### src/rtl/vga_timing_pkg.sv
// vga_timing_pkg
// Shared definitions for the raster timing generator:
//   - video_id_code_e : CEA format codes, the same values the pixel-clock stage uses
//   - vga_timing_t    : horizontal/vertical timing for one format plus sync polarity
//   - get_timing()    : format code -> timing record
//   - COLOUR_* / COLOUR_BARS : test-pattern bar colours, {r,g,b}, left to right
package vga_timing_pkg;

    typedef enum int {
        VIC_640X480P60      = 1,
        VIC_720X480P60_4_3  = 2,
        VIC_720X480P60_16_9 = 3,
        VIC_1280X720P60     = 4
    } video_id_code_e;

    typedef struct packed {
        int unsigned h_active;
        int unsigned h_fp;
        int unsigned h_sync;
        int unsigned h_bp;
        int unsigned v_active;
        int unsigned v_fp;
        int unsigned v_sync;
        int unsigned v_bp;
        logic        sync_pos;   // 1 = sync pulses are high
    } vga_timing_t;

    function automatic bit is_valid_code(int code);
        return (code >= int'(VIC_640X480P60)) && (code <= int'(VIC_1280X720P60));
    endfunction

    function automatic vga_timing_t get_timing(int code);
        vga_timing_t t;
        case (code)
            VIC_720X480P60_4_3,
            VIC_720X480P60_16_9: t = '{720, 16, 62, 60, 480, 9, 6, 30, 1'b0};
            VIC_1280X720P60:     t = '{1280, 110, 40, 220, 720, 5, 5, 20, 1'b1};
            default:             t = '{640, 16, 96, 48, 480, 10, 2, 33, 1'b0};
        endcase
        return t;
    endfunction

    localparam logic [23:0] COLOUR_WHITE   = 24'hFFFFFF;
    localparam logic [23:0] COLOUR_YELLOW  = 24'hFFFF00;
    localparam logic [23:0] COLOUR_CYAN    = 24'h00FFFF;
    localparam logic [23:0] COLOUR_GREEN   = 24'h00FF00;
    localparam logic [23:0] COLOUR_MAGENTA = 24'hFF00FF;
    localparam logic [23:0] COLOUR_RED     = 24'hFF0000;
    localparam logic [23:0] COLOUR_BLUE    = 24'h0000FF;
    localparam logic [23:0] COLOUR_BLACK   = 24'h000000;

    // Element 0 is the leftmost bar.
    localparam logic [7:0][23:0] COLOUR_BARS = {
        COLOUR_BLACK, COLOUR_BLUE, COLOUR_RED, COLOUR_MAGENTA,
        COLOUR_GREEN, COLOUR_CYAN, COLOUR_YELLOW, COLOUR_WHITE
    };

endpackage

### src/rtl/vga_axis_counter.sv
// vga_axis_counter
// One raster axis: a wrapping position counter with registered active and
// sync flags decoded from the next count, so flags change on the same edge
// as the count.
//   clk_pixel : pixel clock
//   reset     : asynchronous, active-high; count parks at TOTAL-1
//   step      : advance one position this clock
//   count     : current position
//   active    : count < ACTIVE
//   sync      : sync pulse at POS_POL polarity
//   wrap      : combinational, high when this step takes count back to 0
module vga_axis_counter #(
    parameter int unsigned ACTIVE  = 640,
    parameter int unsigned FP      = 16,
    parameter int unsigned SYNC    = 96,
    parameter int unsigned BP      = 48,
    parameter logic        POS_POL = 1'b0,
    parameter int unsigned W       = 11
) (
    input  logic         clk_pixel,
    input  logic         reset,
    input  logic         step,
    output logic [W-1:0] count,
    output logic         active,
    output logic         sync,
    output logic         wrap
);

    localparam int unsigned TOTAL      = ACTIVE + FP + SYNC + BP;
    localparam int unsigned SYNC_START = ACTIVE + FP;
    localparam int unsigned SYNC_END   = SYNC_START + SYNC;

    logic [W-1:0] next;

    assign wrap = step && (count == W'(TOTAL - 1));

    always_comb begin
        next = count;
        if (wrap)
            next = '0;
        else if (step)
            next = count + 1'b1;
    end

    always_ff @(posedge clk_pixel or posedge reset) begin
        if (reset) begin
            count  <= W'(TOTAL - 1);
            active <= 1'b0;
            sync   <= ~POS_POL;
        end else begin
            count  <= next;
            active <= (next < W'(ACTIVE));
            sync   <= ((next >= W'(SYNC_START)) && (next < W'(SYNC_END))) ? POS_POL : ~POS_POL;
        end
    end

endmodule

### src/rtl/vga_timing_gen.sv
// vga_timing_gen
// Raster timing generator for the CEA formats selected by VIDEO_ID_CODE
// (1 = 640x480p60, 2/3 = 720x480p60, 4 = 1280x720p60).
//   clk_pixel   : pixel clock from the clock stage
//   reset       : asynchronous, active-high
//   enable      : advance the raster (tie to MMCM locked)
//   cx, cy      : current position
//   hsync/vsync : sync at format polarity
//   de          : active-video enable
//   line_start  : pulse at cx==0
//   frame_start : pulse at cx==0, cy==0
//   rgb         : colour-bar test pattern, only with VGA_TIMING_TEST_PATTERN_EN
module vga_timing_gen
    import vga_timing_pkg::*;
#(
    parameter int VIDEO_ID_CODE = 4,
    parameter int CX_W          = 11,
    parameter int CY_W          = 10
) (
    input  logic            clk_pixel,
    input  logic            reset,
    input  logic            enable,
    output logic [CX_W-1:0] cx,
    output logic [CY_W-1:0] cy,
    output logic            hsync,
    output logic            vsync,
    output logic            de,
    output logic            line_start,
    output logic            frame_start
`ifdef VGA_TIMING_TEST_PATTERN_EN
    ,
    output logic [23:0]     rgb
`endif
);

    localparam vga_timing_t T = get_timing(VIDEO_ID_CODE);

    if (!is_valid_code(VIDEO_ID_CODE)) begin : g_bad_code
        $error("vga_timing_gen: unsupported VIDEO_ID_CODE %0d", VIDEO_ID_CODE);
    end

    logic h_active, v_active, h_wrap, v_wrap, en_q;

    vga_axis_counter #(
        .ACTIVE (T.h_active), .FP(T.h_fp), .SYNC(T.h_sync), .BP(T.h_bp),
        .POS_POL(T.sync_pos), .W(CX_W)
    ) u_h_axis (
        .clk_pixel(clk_pixel), .reset(reset), .step(enable),
        .count(cx), .active(h_active), .sync(hsync), .wrap(h_wrap)
    );

    // The vertical axis steps only on horizontal wrap, so vsync edges land on cx==0.
    vga_axis_counter #(
        .ACTIVE (T.v_active), .FP(T.v_fp), .SYNC(T.v_sync), .BP(T.v_bp),
        .POS_POL(T.sync_pos), .W(CY_W)
    ) u_v_axis (
        .clk_pixel(clk_pixel), .reset(reset), .step(h_wrap),
        .count(cy), .active(v_active), .sync(vsync), .wrap(v_wrap)
    );

    // Wrap is asserted on the edge that lands on position 0, so registering it
    // gives pulses aligned with cx==0. en_q gates de off after a disabled edge.
    always_ff @(posedge clk_pixel or posedge reset) begin
        if (reset) begin
            en_q        <= 1'b0;
            line_start  <= 1'b0;
            frame_start <= 1'b0;
        end else begin
            en_q        <= enable;
            line_start  <= h_wrap;
            frame_start <= v_wrap;
        end
    end

    // All three terms are flops updated on the same edge as cx/cy.
    assign de = h_active & v_active & en_q;

`ifdef VGA_TIMING_TEST_PATTERN_EN
    localparam int unsigned BAR_W = T.h_active / 8;

    logic [CX_W-1:0] h_next;
    logic [CY_W-1:0] v_next;
    logic [2:0]      bar_idx;

    // Next position, so the registered colour lines up with the counters.
    always_comb begin
        h_next = cx;
        if (h_wrap)
            h_next = '0;
        else if (enable)
            h_next = cx + 1'b1;
        v_next = cy;
        if (v_wrap)
            v_next = '0;
        else if (h_wrap)
            v_next = cy + 1'b1;
        bar_idx = 3'(h_next / CX_W'(BAR_W));
    end

    always_ff @(posedge clk_pixel or posedge reset) begin
        if (reset)
            rgb <= '0;
        else if (enable && (h_next < CX_W'(T.h_active)) && (v_next < CY_W'(T.v_active)))
            rgb <= COLOUR_BARS[bar_idx];
        else
            rgb <= '0;
    end
`endif

endmodule

### config.mk
export PLATFORM = sky130hd
export DESIGN_NAME = vga_timing_gen
export DESIGN_NICKNAME = d
export VERILOG_FILES = /design/src/rtl/vga_timing_pkg.sv /design/src/rtl/vga_axis_counter.sv /design/src/rtl/vga_timing_gen.sv
export SDC_FILE = /design/constraint.sdc
export NUM_CORES = 1
export LEC_CHECK = 0
export BUFFER_PORTS_ARGS = -buffer_cell sky130_fd_sc_hd__buf_2
export CAP_MARGIN = 10
export CORE_ASPECT_RATIO = 1.75
export CORE_MARGIN = 4
export CORE_UTILIZATION = 30
export CTS_BUF_LIST = sky130_fd_sc_hd__clkbuf_2 sky130_fd_sc_hd__clkbuf_4 sky130_fd_sc_hd__clkbuf_8
export DETAILED_ROUTE_END_ITERATION = 6
export GPL_TIMING_DRIVEN = 0
export HOLD_SLACK_MARGIN = 0.08
export PLACE_DENSITY = 0.6
export SYNTH_ARGS = -nofsm -noshare
export SYNTH_HDL_FRONTEND = slang
export SYNTH_SLANG_ARGS = --single-unit
### constraint.sdc
create_clock -name clk_pixel -period 4.8 [get_ports clk_pixel]
set_input_delay 0.24 -clock clk_pixel [delete_from_list [all_inputs] [get_ports clk_pixel]]
set_output_delay 0.24 -clock clk_pixel [all_outputs]
set_load 0.05 [all_outputs]
==> impl_metrics.json <==
{
  "num_rows": 33,
  "core_area_um2": 4750,
  "synth-main-ff-cell": "dfrtp_1",
  "async_reset_ff_frac": 1.00,
  "critPathCaptureType": "register",
  "cts-hold-fix-buffers": 0,
  "skew_ns": 0.00398,
  "tightest_slew_ns": 1.04,
  "yosys_warnings": 0,
  "grt_pass1_wl_um": 5380,
  "gp_congestion": 0.805,
  "cts_tree": "done",
  "viasPerCell": 5.11,
  "setup_ws_ns": 2.05,
  "pre_cts_ws_ns": 2.06,
  "synth_xor_area_frac": 0.0943,
  "slew-limit-headroom": 0.307,
  "ys_ff_latch": 28,
  "diodes": 0,
  "top_usage_layer": "met2",
  "synth_seq_area_share": 0.482,
  "grt_use_met1": 0.130,
  "tns_ns": 0,
  "io_buffers": 28,
  "ant_nets": 0,
  "maxCapViolCount": 0,
  "fin_crit_ns": 2.75,
  "worst-setup-path-type": "reg -> reg",
  "clkSinkCount": 28,
  "synth_area_um2": 1490,
  "vias": 1176,
  "clockBufferDepth": 2,
  "synthMuxAreaShare": 0.0152,
  "avgSynthCellArea_um2": 10.2,
  "cp_max_fo": 10,
  "finalMaxSlewViolations": 0,
  "synthAdderAreaFrac": 0.0337,
  "drive_above_1_share": 0.309,
  "syn_to_final_growth_pct": 18.6,
  "grt_pass1_vias": 1184,
  "overflow": 0,
  "fin_nets": 186,
  "synth_top_area_cell": "dfrtp_1",
  "grt_util_all_layers": 0.116,
  "critPathRequiredTime_ns": 4.97,
  "critPathSlowestCell": "or4b_4",
  "die_h_um": 101,
  "multi_input_area_um2": 724,
  "use_met2": 0.212,
  "synth_top_family_by_area": "simple AND/OR/NAND/NOR gates",
  "die_w_um": 61.2,
  "p_leak_nw": 0.806,
  "power_density_nw_per_um2": 445,
  "cts_root_buf": "clkbuf_8",
  "met3_usage": 0.0179,
  "die-area_um2": 6190,
  "finalHoldViolations": 0,
  "numCtsBuffers": 3,
  "cts_resized": 0,
  "yosys.cell_types.count": 38,
  "syn_nets": 153,
  "crit_chain": "or4b_4, or3_1, buf_6, nor4b_4, o211ai_2, a2111oi_2",
  "antenna_found_initial": 0,
  "fmaxAchievable_mhz": 363,
  "rsz0062_at_grt": "false",
  "clk_latency_ns": 0.28,
  "cp-start-kind": "register",
  "io_pins": 29,
  "status": "complete, no violations",
  "cp_slowest_stage_delay_ns": 0.58,
  "totalWireLength_um": 3370,
  "grt_max_degree": 29,
  "peakVddDrop_uv": 328,
  "finalCritPeriodShare": 0.574,
  "postCtsSetupRepairBufs": 0,
  "synth_top_area_frac": 0.253,
  "ff_latch_area_um2": 717,
  "synth_edf_count": 0,
  "htreeDepth": 1,
  "drc": 0,
  "synth_cells": 146,
  "post_drt_wl_per_cell_um": 14.6,
  "synth-simple-area-share": 0.253,
  "num-fill-cells": 477,
  "hpwl_um": 2550,
  "setup_violations": 0,
  "cp.arrival_ns": 2.93,
  "drtIter0Drc": 31,
  "first_pass_iters": 4,
  "min_path_type": "in -> reg",
  "synth_compound_area_frac": 0.0909,
  "synth.area.top_cells": "dfrtp_1, dfstp_2, xnor2_1, nor2_1, xor2_1",
  "start_util": 0.313,
  "clkTransAtPathRegs_ns": 0.10
}
## per-stage QoR
stage	hold WS (ns)	power (mW)	util	instances	area, µm²
finish	0.157	0.785	0.371	230	1760
global route	0.152	0.832	0.371	230	1760
CTS	0.160	0.794	0.371	230	1760
detailed placement	0.465	0.603	0.356	226	1690
global placement	0.460	0.597	0.356	226	1690
floorplan	0.271	0.538	-	146	1490
## cell type report
type | count | share of cell area
clock buffers | 3 | 0.0234
well taps | 52 | 0.0369
clock inverters | 1 | 0.0170
multi-input cells | 108 | 0.411
plain buffers | 2 | 0.00852
repair buffers | 28 | 0.0795
flip-flops and latches | 28 | 0.407
inverters | 8 | 0.0170
## registers in the layout, summed over array words and instances (netlist names)
signal and count:
u_h_axis.count 11, u_v_axis.count 10, en_q 1, frame_start 1, line_start 1, u_h_axis.active 1, u_h_axis.sync 1, u_v_axis.active 1
u_v_axis.sync 1
## cell usage after synthesis (2+ instances only)
library cell	instances
mux2_2	2
or3_1	2
o21ai_0	4
dfrtp_1	15
nand4b_1	2
nand2b_1	4
nand3_1	3
inv_1	7
nand4_1	7
and3_1	6
xnor2_1	10
xor2_1	6
nand2_1	9
and2_1	2
nor3_1	3
nor2_1	22
a21oi_1	6
dfstp_2	13
ha_1	4
## per-layer routing
metal  vias to the layer above  part of all wire
met5                         -                 0
met4                         0             0.015
met3                         5             0.034
met2                        21              0.55
met1                       576              0.40
li1                        574                 -
## power breakdown
part	switching, mW	internal [mW]
sequential	0.0419	0.279
clock	0.0783	0.112
combinational	0.193	0.0812
total	0.313	0.472
## cell usage in the layout (no fill, tap or decap), types with 2 or more instances in the layout
cell	netlist	final
buf_2	0	28
nor2_1	22	22
dfrtp_1	15	15
dfstp_2	13	13
xnor2_1	10	10
nand2_1	9	9
inv_1	7	7
nand4_1	7	7
a21oi_1	6	6
and3_1	6	6
xor2_1	6	6
nand2b_1	4	4
o21ai_0	4	4
ha_1	4	4
nand3_1	3	3
nor3_1	3	3
clkbuf_8	0	3
nand4b_1	2	2
and2_1	2	2
or3_1	2	2
mux2_2	2	2
## final timing paths
kind                               startpoint                end  slack, ns  cells past startpoint
hold / removal                         enable               en_q       0.16                      1
max in group asynchronous               reset  u_h_axis.count[3]       3.98                      2
setup reg to reg            u_h_axis.count[3]      u_v_axis.sync       2.05                      6
setup / recovery            u_h_axis.count[3]      u_v_axis.sync       2.05                      6
min in group asynchronous               reset        frame_start       0.20                      2
hold reg to reg            u_h_axis.count[10]      u_h_axis.sync       0.57                      1
## cells by family (layout without fill, tap and decap cells)
logic type | count (synthesis) | count (layout)
fa+ha+maj | 4 | 4
buf+inv | 10 | 42
compound gates | 19 | 19
simple gates | 67 | 67
flops | 28 | 28
xor+xnor | 16 | 16
mux | 2 | 2
## worst max-delay path, delay by kind of cell, from the launching register on
kind / cells / cell delay [ns]
simple gates: 3 / 1.49
buf+inv: 1 / 0.16
flops: 1 / 0.45
compound gates: 2 / 0.56
(Power assumes the default switching activity.)
